File: src/rtl/imem_loader_pkg.sv
// Shared constants and state encoding for the boot-time IMEM loader.
// IMEM_SIZE mirrors the fetch-stage memory depth so loader and memory agree.
package imem_loader_pkg;

  localparam int IMEM_SIZE = 64;
  localparam int CNT_W     = 16;

  typedef enum logic [2:0] {
    S_IDLE   = 3'd0,
    S_HDR_HI = 3'd1,
    S_HDR_LO = 3'd2,
    S_RECV   = 3'd3,
    S_WRITE  = 3'd4,
    S_DONE   = 3'd5,
    S_ERR    = 3'd6
  } state_t;

endpackage

File: src/rtl/imem_loader.sv
// Boot loader: turns a framed byte stream (16-bit count + big-endian words)
// into IMEM write cycles while holding the core in reset.
module imem_loader #(
  parameter int IMEM_SIZE = imem_loader_pkg::IMEM_SIZE,
  parameter int CNT_W     = imem_loader_pkg::CNT_W
) (
  input  logic        CLK,
  input  logic        RST,
  input  logic        load_start,
  input  logic        abort,
  input  logic        rx_valid,
  input  logic [7:0]  rx_data,
  output logic        rx_ready,
  output logic        we,
  output logic [31:0] w_ins,
  output logic [31:0] w_pc,
  output logic        core_rst,
  output logic        busy,
  output logic        load_done,
  output logic        err
);
  import imem_loader_pkg::*;

  localparam logic [CNT_W-1:0] MAX_WORDS = CNT_W'(IMEM_SIZE);

  state_t           r_state;
  state_t           w_next_state;
  logic [CNT_W-1:0] r_count;
  logic [CNT_W-1:0] r_word_cnt;
  logic [1:0]       r_byte_idx;
  logic [31:0]      r_shift;

  logic             w_hs;
  logic             w_go;
  logic [CNT_W-1:0] w_hdr_count;
  logic [CNT_W-1:0] w_next_cnt;

  assign w_hs        = rx_valid && rx_ready;
  assign w_go        = w_hs && !abort;
  assign w_hdr_count = {r_count[CNT_W-1:8], rx_data};
  assign w_next_cnt  = r_word_cnt + CNT_W'(1);

  always_ff @(posedge CLK or posedge RST) begin
    if (RST) begin
      r_state <= S_IDLE;
    end else begin
      r_state <= w_next_state;
    end
  end

  // Outputs decode from the state register only, so rx_ready never depends on rx_valid.
  always_comb begin
    w_next_state = r_state;
    rx_ready     = 1'b0;
    we           = 1'b0;
    core_rst     = 1'b1;
    busy         = 1'b1;
    load_done    = 1'b0;
    case (r_state)
      S_IDLE: begin
        core_rst = 1'b0;
        busy     = 1'b0;
        if (load_start) w_next_state = S_HDR_HI;
      end
      S_HDR_HI: begin
        rx_ready = 1'b1;
        if (w_hs) w_next_state = S_HDR_LO;
      end
      S_HDR_LO: begin
        rx_ready = 1'b1;
        if (w_hs) begin
          if (w_hdr_count == '0)           w_next_state = S_DONE;
          else if (w_hdr_count > MAX_WORDS) w_next_state = S_ERR;
          else                              w_next_state = S_RECV;
        end
      end
      S_RECV: begin
        rx_ready = 1'b1;
        if (w_hs && r_byte_idx == 2'd3) w_next_state = S_WRITE;
      end
      S_WRITE: begin
        we           = 1'b1;
        w_next_state = (w_next_cnt == r_count) ? S_DONE : S_RECV;
      end
      S_DONE: begin
        load_done    = 1'b1;
        w_next_state = S_IDLE;
      end
      S_ERR: begin
        w_next_state = S_ERR;
      end
      default: begin
        w_next_state = S_IDLE;
      end
    endcase
    if (abort) w_next_state = S_IDLE;
  end

  // Datapath: header capture, byte-to-word shifter and write-port registers.
  always_ff @(posedge CLK or posedge RST) begin
    if (RST) begin
      r_count    <= '0;
      r_word_cnt <= '0;
      r_byte_idx <= '0;
      r_shift    <= '0;
      w_ins      <= '0;
      w_pc       <= '0;
      err        <= 1'b0;
    end else begin
      case (r_state)
        S_IDLE: begin
          if (load_start && !abort) begin
            err        <= 1'b0;
            r_word_cnt <= '0;
            r_byte_idx <= '0;
          end
        end
        S_HDR_HI: begin
          if (w_go) r_count[CNT_W-1:8] <= rx_data;
        end
        S_HDR_LO: begin
          if (w_go) begin
            r_count[7:0] <= rx_data;
            if (w_hdr_count > MAX_WORDS) err <= 1'b1;
          end
        end
        S_RECV: begin
          if (w_go) begin
            r_shift    <= {r_shift[23:0], rx_data};
            r_byte_idx <= r_byte_idx + 2'd1;
            // Latch the write port as the last byte arrives so WRITE presents it immediately.
            if (r_byte_idx == 2'd3) begin
              w_ins <= {r_shift[23:0], rx_data};
              w_pc  <= 32'({r_word_cnt, 2'b00});
            end
          end
        end
        S_WRITE: begin
          r_word_cnt <= w_next_cnt;
        end
        default: begin
        end
      endcase
    end
  end

endmodule

File: config.mk
export PLATFORM = sky130hd
export DESIGN_NAME = imem_loader
export DESIGN_NICKNAME = d
export VERILOG_FILES = /design/src/rtl/imem_loader_pkg.sv /design/src/rtl/imem_loader.sv
export SDC_FILE = /design/constraint.sdc
export NUM_CORES = 1
export LEC_CHECK = 0
export BUFFER_PORTS_ARGS = -buffer_cell sky130_fd_sc_hd__buf_2
export CAP_MARGIN = 25
export CORE_ASPECT_RATIO = 0.6
export CORE_MARGIN = 8
export CORE_UTILIZATION = 56
export DETAILED_ROUTE_END_ITERATION = 8
export PLACE_DENSITY = 0.79
export SLEW_MARGIN = 20
export SYNTH_ARGS = -nofsm -noshare
export SYNTH_HDL_FRONTEND = slang
export SYNTH_SLANG_ARGS = --single-unit
export TNS_END_PERCENT = 10
File: constraint.sdc
create_clock -name CLK -period 4.1 [get_ports CLK]
set_clock_uncertainty 0.05 [all_clocks]
set_input_delay 0.205 -clock CLK [delete_from_list [all_inputs] [get_ports CLK]]
set_output_delay 0.205 -clock CLK [all_outputs]
set_load 0.02 [all_outputs]
======== Word level (Yosys, flattened, before mapping) ========
Cells that the tools add are included.
word-level totals
  output and inout bits ................... 70
  flip-flop bits (word level) ............. 110
  input port bits ......................... 13
cells by class
  add/subtract/negate cells ............... 2
  multiplexer cells ....................... 22
  eq/ne operators ......................... 16
  $lt $le $gt $ge ......................... 1
  reductions and logical operators ........ 19
operators with widths
  operator                 count
  $pmux W16 S2             1
  $mux W3                  8
  $pmux W3 S6              1
  $add A16 B1 Y16 const B  1
  $eq A16 B16 Y1           1
  $gt A16 B7 Y1 const B    1
  $logic_not A16 Y1        1
  $mux W16                 1
  $ne A3 B3 Y1 const B     4
  $eq A3 B3 Y1 const B     3
  $ne A2 B2 Y1 const B     4
  $reduce_and A2 Y1        4
  $reduce_and A4 Y1        2
  $mux W1                  7
  $eq A3 B2 Y1 const B     2
  $reduce_and A3 Y1        2
  $reduce_bool A2 Y1       3
  $logic_and A1 B1 Y1      4
  $mux W2                  2
  $pmux W2 S2              1
  $eq A3 B1 Y1 const B     1
  $logic_not A3 Y1         1
  $reduce_or A3 Y1         1
  $add A2 B1 Y2 const B    1
  3 further kinds          3

======== Longest topological paths before layout ========
  depth in word-level cells ............... 8
  gate-level depth with buffers ........... 8
  depth with buffers taken out ............ 7

======== Least setup slack after synthesis ========
No wires, ideal clock.
  path type ............................... register to register
  start point ............................. register r_word_cnt[0]
  end point ............................... register r_state[1]
  setup time .............................. 0.133 ns
  arrival ................................. 1.802 ns
  period minus slack after synthesis ...... 1.985 ns
  slack ................................... 2.115 ns
  stages on the path, launching flop included .. 8
  cells stage by stage .................... dfrtp_1 -> ha_1 -> nand3_4 -> or3_4 -> a2bb2oi_2 -> o211ai_1 -> nor4_1 -> a21oi_1
between the ends
  longest elaborated chain between the ends .. 5
RTL lines
  item                    RTL line            RTL
  from (decl)             imem_loader.sv:29   logic [CNT_W-1:0] r_word_cnt;
  from (signal assigned)  imem_loader.sv:139  r_word_cnt <= w_next_cnt;
  $add A16 B1 Y16         imem_loader.sv:41   assign w_next_cnt = r_word_cnt + CNT_W'(1);
  $eq A16 B16 Y1          imem_loader.sv:83   w_next_state = (w_next_cnt == r_count) ? S_DONE : S_RECV;
  $mux W3                 imem_loader.sv:83
  $pmux W3 S6             imem_loader.sv:59   case (r_state)
  $mux W3                 imem_loader.sv:96   if (abort) w_next_state = S_IDLE;
  to (signal assigned)    imem_loader.sv:47   r_state <= w_next_state;
  to (decl)               imem_loader.sv:26   state_t r_state;
Every way passes these cells.
A chain may end at the register's enable or synchronous reset.

======== Final worst setup path ========
Ends and elaborated chain as after synthesis.

==> run metrics <==
Power per Cell Area=501.1 nW/um^2; status=finished clean; gpl congestion=0.8797; first-pass GRT wire length=18500 um; via count=3399; fin crit share=0.6260; simple-gate portion of the synthesized area=0.1078; Synth-to-Final Area Change=12.85%; async set or reset register ratio after synthesis=1.000; Post-synth EDFFs=0; die height=90.29 um; row cnt=27; Crit Path Class=flop to flop; Core Box Area=9054 um^2; WP data required=4.27 ns; max-cap viol count=0; worst-case clock buffer depth=2; dpl cells=584; final setup fails=0; CTS buffer count=9; FILL cells=692; CTS root buf=clkbuf_16; Cell Count, Final, Fillers Out=602; vias in the first global route=3490; crit path DAT=2.73 ns; drt pass-1 iters=4; ranking of synthesized cells by area=dfrtp_1, mux2_2, buf_4; routed len/inst=18.68 um; Multi-input gate area=2165 um^2; post-synthesis xor/xnor area fraction=0.03741; Synth Area in Compound Gates=0.06777; most used cell, CP=nor4_2; Synth top area share=0.5344; remaining global-route overflow=0; warning count from the yosys run=0; gr usage total=0.1855; clk sinks=110; Min Clock Period, post-route=2.567 ns; antenna violations before repair=0; Via-to-Cell Ratio=5.646; wirelength, routed=11240 um; cell chain of the critical path=ha_1 -> nand3_4 -> nor4_2 -> xnor2_1 -> nand4_1 -> nor4_2 -> a21oi_1; Mapped Avg Cell Area=12.24 um^2; Worst-path clk slew=0.07 ns; # IOs=83; setup TNS=0 ns; post-synthesis adder-cell area fraction=0.004858; Tightest Hold Check Type=primary input to flop; final worst setup slack=1.533 ns; layout cells sized above 1=0.3909; final hold vios=0; register area=2753 um^2; CTS tree=built; later-pin clock latency in the skew report=0.35 ns; register bit total from synthesis=110; critical path endpoint category=flop; 1st-iter DRT viols=220; area leader, netlist=dfrtp_1; Yosys cell types=50; peak supply drop=0.2607 mV; CP peak stage delay=0.50 ns; # diodes=0; port bufs=66; Crit path max-delay family=simple AND/OR/NAND/NOR gates; Detail Route Antenna Nets=0; worst path bufs/invs=0; Leakage=0.002944 uW; Seq/Total Area, Yosys=0.5344; CTS H-tree depth=3; Nets=496; Die W=139.8 um; Hold Slack=0.1203 ns; Cell Area, Synth=5151 um^2; slowest CP cell=dfrtp_1; Place WS=1.592 ns; Initial Utilization=0.5690; startpoint types=flop; RSZ-0062 raised after global routing=false; Slew Viols, Final=0; pin count of the biggest net entering global routing=77; number of cells produced by synthesis=421; multiplexer share of the synthesized area=0.1902; Max-slew headroom=0.4063; placed wire-length estimate=8150 um; Worst-Margin Slew=0.8873 ns; CP Max Fanout=7; Residual DRC=0; fmax=0.3896 GHz; Die ar.=12620 um^2; Synth Flop Type=dfrtp_1; largest family of logic cells by synthesized area=multiplexers
[layout make-up]
type	count	share of cell area
tap	116	0.02497
inverter	6	0.004305
sequential	110	0.4735
timing repair buffer	73	0.07189
clock buffer	9	0.03874
multi-input combinational	281	0.3724
clock inverter	7	0.01421
[final timing paths]
kind	from	to	slack, ns	depth (start not counted)
min	rx_data[1]	w_ins[1]$_DFFE_PP0P_	0.12	2
min reg2reg	w_pc[9]$_DFFE_PP0P_	w_pc[9]$_DFFE_PP0P_	0.42	2
max	r_word_cnt[0]$_DFFE_PP0P_	r_state[1]$_DFFE_PP0P_	1.53	7
max in group asynchronous	RST	w_ins[1]$_DFFE_PP0P_	2.65	5
min in group asynchronous	RST	w_ins[28]$_DFFE_PP0P_	0.29	3
max reg2reg	r_word_cnt[0]$_DFFE_PP0P_	r_state[1]$_DFFE_PP0P_	1.53	7
[sequential cells by signal, indices dropped and copies added, names as in the netlist]
| register | cells |
|---|---|
| w_pc | 16 |
| r_state | 3 |
| r_byte_idx | 2 |
| r_shift | 24 |
| r_word_cnt | 16 |
| err | 1 |
| r_count | 16 |
| w_ins | 32 |
[power by group]
group | switching (uW) | internal (uW)
Combinational | 340 | 281
Sequential | 160 | 1240
Clock | 405 | 483
[cell usage after synthesis (all sizes together), types with 3 or more instances]
| cell | instances |
|---|---|
| nor3 | 6 |
| and2 | 3 |
| a21oi | 3 |
| inv | 5 |
| o21ai | 27 |
| mux2 | 87 |
| dfrtp | 110 |
| xnor2 | 12 |
| nand2 | 22 |
| nand4 | 5 |
| o211ai | 3 |
| xor2 | 10 |
| nor2 | 27 |
| buf | 33 |
| o31ai | 7 |
| nor4 | 10 |
| a31oi | 5 |
| and3 | 5 |
| nand3 | 10 |
| clkbuf | 6 |
[metrics by stage]
stage | instance area [um^2] | power (uW) | utilization
global placement | 5448 | 1989 | 0.6017
floorplan | 5207 | 1872 | -
finish | 5813 | 2913 | 0.6421
global route | 5813 | 3068 | 0.6421
detailed placement | 5468 | 2033 | 0.6039
CTS | 5776 | 2932 | 0.6379
[kinds of logic after synthesis]
group,count (synthesis)
adders and majority gates,2
muxes,87
buffers and inverters,45
and+or+nand+nor,99
AOI/OAI and AO/OA,55
other,1
DFF,110
xor gates and xnor gates,22
[routing by layer]
layer | global-route usage | up-vias | wire length [um]
met5 | 0 | - | 0
met4 | 0.05571 | 0 | 109
met3 | 0.07124 | 10 | 843
met2 | 0.2702 | 115 | 5004
met1 | 0.2512 | 1687 | 5286
li1 | - | 1587 | -
[cells in the final DEF (no fill, tap or decap), types with 2 or more instances in the layout]
cell type    n
dfrtp_1    110
mux2_2      82
buf_2       66
nor2_1      27
o21ai_0     27
nand2_1     21
conb_1      16
xnor2_1     12
xor2_1      10
clkbuf_16    9
nand3_1      8
o31ai_1      7
nor4_1       6
and3_1       5
mux2_1       5
a31oi_1      5
inv_1        4
nor3_1       4
nor4_2       4
nand4_1      4
buf_4        4
a21oi_1      3
o211ai_1     3
inv_6        3
nor2b_1      2
a21o_1       2
or2_2        2
nor3_2       2
and2_1       2
nand3b_1     2
ha_1         2
clkinv_2     2
[timing repair]
item / in CTS / in global routing
buffers inserted: 0 / 0
endpoints found under the hold margin: 0 / 19
hold buffers: 0 / 1
gates resized for setup: 0 / 0
(Power assumes the default switching activity.)
